**src/rtl/touch_adc_reader.sv**
```systemverilog
// touch_adc_reader: SPI master for an XPT2046-class resistive touch ADC.
// Debounces pen-down, converts X then Y, emits a validated 10-bit pair.
//
// Ports:
//   clk, reset          clock, async active-high reset
//   enable              allow new frames (a frame in flight always completes)
//   pen_irq_n           async pen interrupt, active low
//   spi_miso            ADC data out
//   spi_sclk/cs_n/mosi  SPI mode 0 master outputs
//   sensor_x/sensor_y   last valid coordinates
//   sensor_data_ready   1-cycle strobe, coincident with new sensor_x/y
//   busy                high outside IDLE and DEBOUNCE
module touch_adc_reader #(
  parameter int CLK_DIV       = 8,
  parameter int PEN_DEBOUNCE  = 4,
  parameter int SAMPLE_PERIOD = 50000
) (
  input  logic       clk,
  input  logic       reset,
  input  logic       enable,
  input  logic       pen_irq_n,
  input  logic       spi_miso,
  output logic       spi_sclk,
  output logic       spi_cs_n,
  output logic       spi_mosi,
  output logic [9:0] sensor_x,
  output logic [9:0] sensor_y,
  output logic       sensor_data_ready,
  output logic       busy
);

  typedef enum logic [2:0] {
    IDLE, DEBOUNCE, XFER_X, GAP,
    XFER_Y, SETTLE, CHECK, HOLDOFF
  } state_t;

  localparam int DW = $clog2(CLK_DIV);
  localparam int BW = $clog2(PEN_DEBOUNCE + 1);
  localparam int TW = $clog2(SAMPLE_PERIOD);

  localparam logic [DW-1:0] DIV_LAST = DW'(CLK_DIV - 1);
  localparam logic [BW-1:0] DEB_LAST = BW'(PEN_DEBOUNCE - 1);
  localparam logic [TW-1:0] TMR_LAST = TW'(SAMPLE_PERIOD - 1);

  state_t state, state_d;

  logic          pen_m, pen_s;
  logic [DW-1:0] div_cnt;
  logic [5:0]    half_cnt;
  logic [BW-1:0] deb_cnt;
  logic [TW-1:0] tmr;
  logic [7:0]    cmd_sr;
  // 16 bits are shifted in; the leading ADC busy bit falls off the top.
  logic [14:0]   rx;
  logic [9:0]    x_raw;

  logic xfer, div_end, half_end, rise, fall, last_fall;
  logic deb_done, tmr_done, go;
  logic enter_x, enter_y;

  assign xfer      = (state == XFER_X) || (state == XFER_Y);
  assign div_end   = (div_cnt == DIV_LAST);
  assign half_end  = xfer && div_end;
  assign rise      = half_end && !spi_sclk;
  assign fall      = half_end && spi_sclk;
  assign last_fall = fall && (half_cnt == 6'd47);
  assign deb_done  = (deb_cnt == DEB_LAST);
  assign tmr_done  = (tmr == TMR_LAST);
  assign go        = enable && !pen_s;
  assign enter_x   = (state_d == XFER_X) && (state != XFER_X);
  assign enter_y   = (state_d == XFER_Y) && (state != XFER_Y);
  assign spi_mosi  = cmd_sr[7];

  always_comb begin
    state_d = state;
    unique case (state)
      IDLE:     if (go) state_d = DEBOUNCE;
      DEBOUNCE: begin
        if (pen_s)         state_d = IDLE;
        else if (deb_done) state_d = XFER_X;
      end
      XFER_X:   if (last_fall) state_d = GAP;
      GAP:      if (div_end) state_d = XFER_Y;
      XFER_Y:   if (last_fall) state_d = SETTLE;
      SETTLE:   if (div_end) state_d = CHECK;
      CHECK:    state_d = HOLDOFF;
      HOLDOFF: begin
        if (tmr_done) state_d = go ? XFER_X : IDLE;
      end
    endcase
  end

  always_ff @(posedge clk or posedge reset) begin
    if (reset) begin
      state             <= IDLE;
      pen_m             <= 1'b1;
      pen_s             <= 1'b1;
      div_cnt           <= '0;
      half_cnt          <= '0;
      deb_cnt           <= '0;
      tmr               <= '0;
      cmd_sr            <= '0;
      rx                <= '0;
      x_raw             <= '0;
      spi_sclk          <= 1'b0;
      spi_cs_n          <= 1'b1;
      sensor_x          <= '0;
      sensor_y          <= '0;
      sensor_data_ready <= 1'b0;
      busy              <= 1'b0;
    end else begin
      pen_m             <= pen_irq_n;
      pen_s             <= pen_m;
      state             <= state_d;
      sensor_data_ready <= 1'b0;
      busy     <= !((state_d == IDLE) ||
                    (state_d == DEBOUNCE));
      spi_cs_n <= !((state_d == XFER_X) ||
                    (state_d == XFER_Y));

      if ((state == DEBOUNCE) && !pen_s && !deb_done)
        deb_cnt <= deb_cnt + BW'(1);
      else
        deb_cnt <= '0;

      // Timer restarts on every X chip-select fall.
      if (enter_x)
        tmr <= '0;
      else if (!tmr_done)
        tmr <= tmr + TW'(1);

      if ((state_d != state) || div_end)
        div_cnt <= '0;
      else
        div_cnt <= div_cnt + DW'(1);

      if (state_d != state)
        half_cnt <= '0;
      else if (half_end)
        half_cnt <= half_cnt + 6'd1;

      if (rise)
        spi_sclk <= 1'b1;
      else if (fall)
        spi_sclk <= 1'b0;

      // After 8 falling edges the command has shifted out,
      // leaving zeros on mosi.
      if (enter_x)
        cmd_sr <= 8'hD0;
      else if (enter_y)
        cmd_sr <= 8'h90;
      else if (fall)
        cmd_sr <= {cmd_sr[6:0], 1'b0};

      // Rising edges 9..24 carry the 16-bit response.
      if (rise && (half_cnt >= 6'd16))
        rx <= {rx[13:0], spi_miso};

      if (last_fall && (state == XFER_X))
        x_raw <= rx[14:5];

      if ((state == CHECK) && !pen_s) begin
        sensor_x          <= x_raw;
        sensor_y          <= rx[14:5];
        sensor_data_ready <= 1'b1;
      end
    end
  end

endmodule

```
**config.mk**
```make
export PLATFORM = sky130hd
export DESIGN_NAME = touch_adc_reader
export DESIGN_NICKNAME = d
export VERILOG_FILES = /design/src/rtl/touch_adc_reader.sv
export SDC_FILE = /design/constraint.sdc
export NUM_CORES = 1
export LEC_CHECK = 0
export ABC_CLOCK_PERIOD_IN_PS = 3600
export CORE_UTILIZATION = 55
export DETAILED_ROUTE_END_ITERATION = 10
export PLACE_DENSITY = 0.8
export SLEW_MARGIN = 20
export SYNTH_ARGS = -nofsm -noshare
export SYNTH_HDL_FRONTEND = slang
export SYNTH_SLANG_ARGS = --single-unit
```
**constraint.sdc**
```tcl
create_clock -name clk -period 3.6 [get_ports clk]
set_input_delay 0.72 -clock clk [delete_from_list [all_inputs] [get_ports clk]]
set_output_delay 0.72 -clock clk [all_outputs]
set_load 0.01 [all_outputs]
```
==> metrics.csv <==
metric,value,unit
final_core_util,66.46,%
finalCritPeriodShare,70.91,%
slew_headroom,58.16,%
grt_pass1_vias,2352,
synth_top_cell_area_share,54.73,%
placed_cells,400,
synthDistinctLibCells,55,
hold_start,pen_m,
max_freq,0.3917,GHz
cp_data_required_time,3830,ps
hold_path.class,register to register,
vias_per_cell,5.668,
post_cts_buffers,0,
reg2reg_from,tmr[7],
wl,6.562,mm
timing.max_cap.violations,0,
cts_root_buf,clkbuf_8,
yosys_register_bits,86,
pin_count,30,
seq_area_frac_synth,56.81,%
finClkSkew,10.44,ps
ant_nets,0,
yosysWarnings,0,
antenna_found_initial,0,
synth_fa_ha_area_share,1.978,%
rsz0062_at_grt,false,
cts_buffers,9,
arrival,2780,ps
clock_sinks,86,
synth.area.top_cells,"dfrtp_1 55%, mux2_2 14%, nor2_1 2.8%, xnor2_1 2.3%, xor2_1 2.3%",
instances_no_fill,416,
synth_area,3795,um2
wl_per_cell,15.77,um
finalHoldViolCount,0,
cp-startpoint,tmr[7],
port_buffers,29,
hpwl,4.349,mm
peakVddDrop,0.3015,mV
fp-row-count,29,
synth_top_family_by_area,simple AND/OR/NAND/NOR gates,
synth_flop_cell,dfrtp_1,
gp_congestion,0.8661,
postCtsResizedCells,0,
drc_errors,0,
drt_iter0_drc,109,
clkLatencyLatePin,360,ps
syn_nets,313,
post_dp_cell_area,4136,um2
final_period_minus_worst_setup_slack,2553,ps
synth_edf_count,0,
start_util,58.43,%
syn_to_final_growth,13.75,%
yosys.area.top_type,dfrtp_1,
synth_xor_area_share,4.616,%
powerDensity,536.9,nW/um2
clk_pin_slew,90,ps
cts-hold-fix-buffers,0,
slew_viol_final,0,
tns,0,ps
p_leak,2.026,nW
tightest_slew,626.9,ps
critPathKind,register to register,
synthCells,302,
num_antenna_cells,0,
synth_area_per_cell,12.57,um2
grt_max_degree,52,
dieHeight,85.07,um
final_area,4317,um2
die_x,85.07,um
muxShareOfSynthArea,14.18,%
dr_total_vias,2358,
grt_pass1_wl,11.33,mm
synth_async_sr_flop_share,100.0,%
crit_fanout,19,
cts_tree,yes,
cp-end-kind,register,
synthSimpleGateAreaFrac,15.66,%
nNetsFinal,345,
finalSetupViolations,0,
synth_compound_area_share,3.891,%
crit_path_start_kind,register,
cts_max_level,3,
clockBufferDepth,2,
design.core.area,6495,um2
dieArea,7236,um2
drive_above_1_share,24.48,%
grt-ovfl-total,0,
grt_usage,20.67,%
status,"finished, final reports clean",
firstDrtPassIters,4,
[cell usage in the layout (no fill, tap or decap), types with 3 or more instances in the layout]
| cell type | n |
|---|---|
| nor2_1 | 28 |
| clkinv_2 | 3 |
| a21oi_1 | 4 |
| dfstp_2 | 3 |
| nand2_1 | 18 |
| mux2_2 | 46 |
| clkdlybuf4s50_1 | 29 |
| dfrtp_1 | 83 |
| nand2b_1 | 3 |
| and3_1 | 5 |
| nor3b_1 | 3 |
| nor4_1 | 4 |
| xnor2_1 | 10 |
| ha_1 | 6 |
| inv_1 | 5 |
| xor2_1 | 10 |
| nand3_1 | 11 |
| nand4_1 | 6 |
| nor3_1 | 5 |
| clkbuf_8 | 10 |
[metrics by stage]
| stage | setup slack, ps | power, W | hold slack (ps) |
|---|---|---|---|
| 4_1_cts | 1028 | 0.002343 | 360.8 |
| 6_report | 1047 | 0.002318 | 359.2 |
| 3_3_place_gp | 1084 | 0.001694 | 346.2 |
| 5_1_grt | 853.3 | 0.002452 | 369.2 |
| 2_1_floorplan | 663.1 | 0.001602 | 345.2 |
| 3_5_place_dp | 1031 | 0.001711 | 347.9 |
[registers in the layout, summed over array words and instances, names as in the netlist]
register / cells
busy: 1
cmd_sr: 4
deb_cnt: 3
div_cnt: 3
half_cnt: 6
pen_m: 1
pen_s: 1
rx: 15
sensor_data_ready: 1
sensor_x: 10
sensor_y: 10
spi_cs_n: 1
spi_sclk: 1
state: 3
tmr: 16
x_raw: 10
[path summary, 6_finish.rpt]
path / endpoint / slack (ps) / cells past startpoint
min: pen_s / 360 / 0
min reg2reg: pen_s / 360 / 0
min in group asynchronous: rx[1] / 730 / 2
max reg2reg: tmr[8] / 1050 / 5
max: tmr[8] / 1050 / 5
max in group asynchronous: pen_m / 2140 / 3
[power breakdown]
part           switching, W  internal (W)  total [W]
clock              0.000356      0.000272   0.000628
combinational      0.000284      0.000216   0.000501
sequential         0.000121       0.00107    0.00119
total              0.000761       0.00156    0.00232
[layout make-up]
type,count,area [um2]
Fill cell,492,2178
Tap cell,77,96.34
Timing Repair Buffer,32,325.3
Clock buffer,10,137.6
Inverter,6,23.77
Sequential cell,86,2156
Clock inverter,6,42.54
Multi-Input combinational cell,199,1535
[Yosys cell counts, drive strengths merged, types with 3 or more instances]
master	instances
nor3b	3
buf	5
nor4	5
nor2	28
nand4	6
xor2	10
mux2	46
and3	6
dfstp	3
ha	6
clkbuf	6
inv	6
xnor2	10
dfrtp	83
nand2	18
nand2b	3
nor3	7
a21oi	5
nand3	11
[cells by family after synthesis]
| group | after synthesis |
|---|---|
| AO/OA/AOI/OAI | 19 |
| XOR/XNOR | 20 |
| adder cells (fa/ha/maj) | 6 |
| buffers and inverters | 17 |
| flip-flops | 86 |
| multiplexers | 48 |
| AND/OR/NAND/NOR | 106 |
[metal layers]
| metal | GRT usage (%) | vias to the layer above | share of wire [%] |
|---|---|---|---|
| met5 | 0 | - | 0 |
| met2 | 30.65 | 56 | 47 |
| li1 | - | 1127 | - |
| met4 | 9.553 | 0 | 1.7 |
| met3 | 6.420 | 12 | 5.1 |
| met1 | 28.06 | 1163 | 46 |
[critical path, cell delays in order, from the launching register on]
cell and delay (ps):
dfrtp_1 440, or4b_4 570, nor4_4 580, a31oi_1 260, a21oi_4 460, nor2_1 110
No activity file was read; power rests on OpenSTA's default activity.
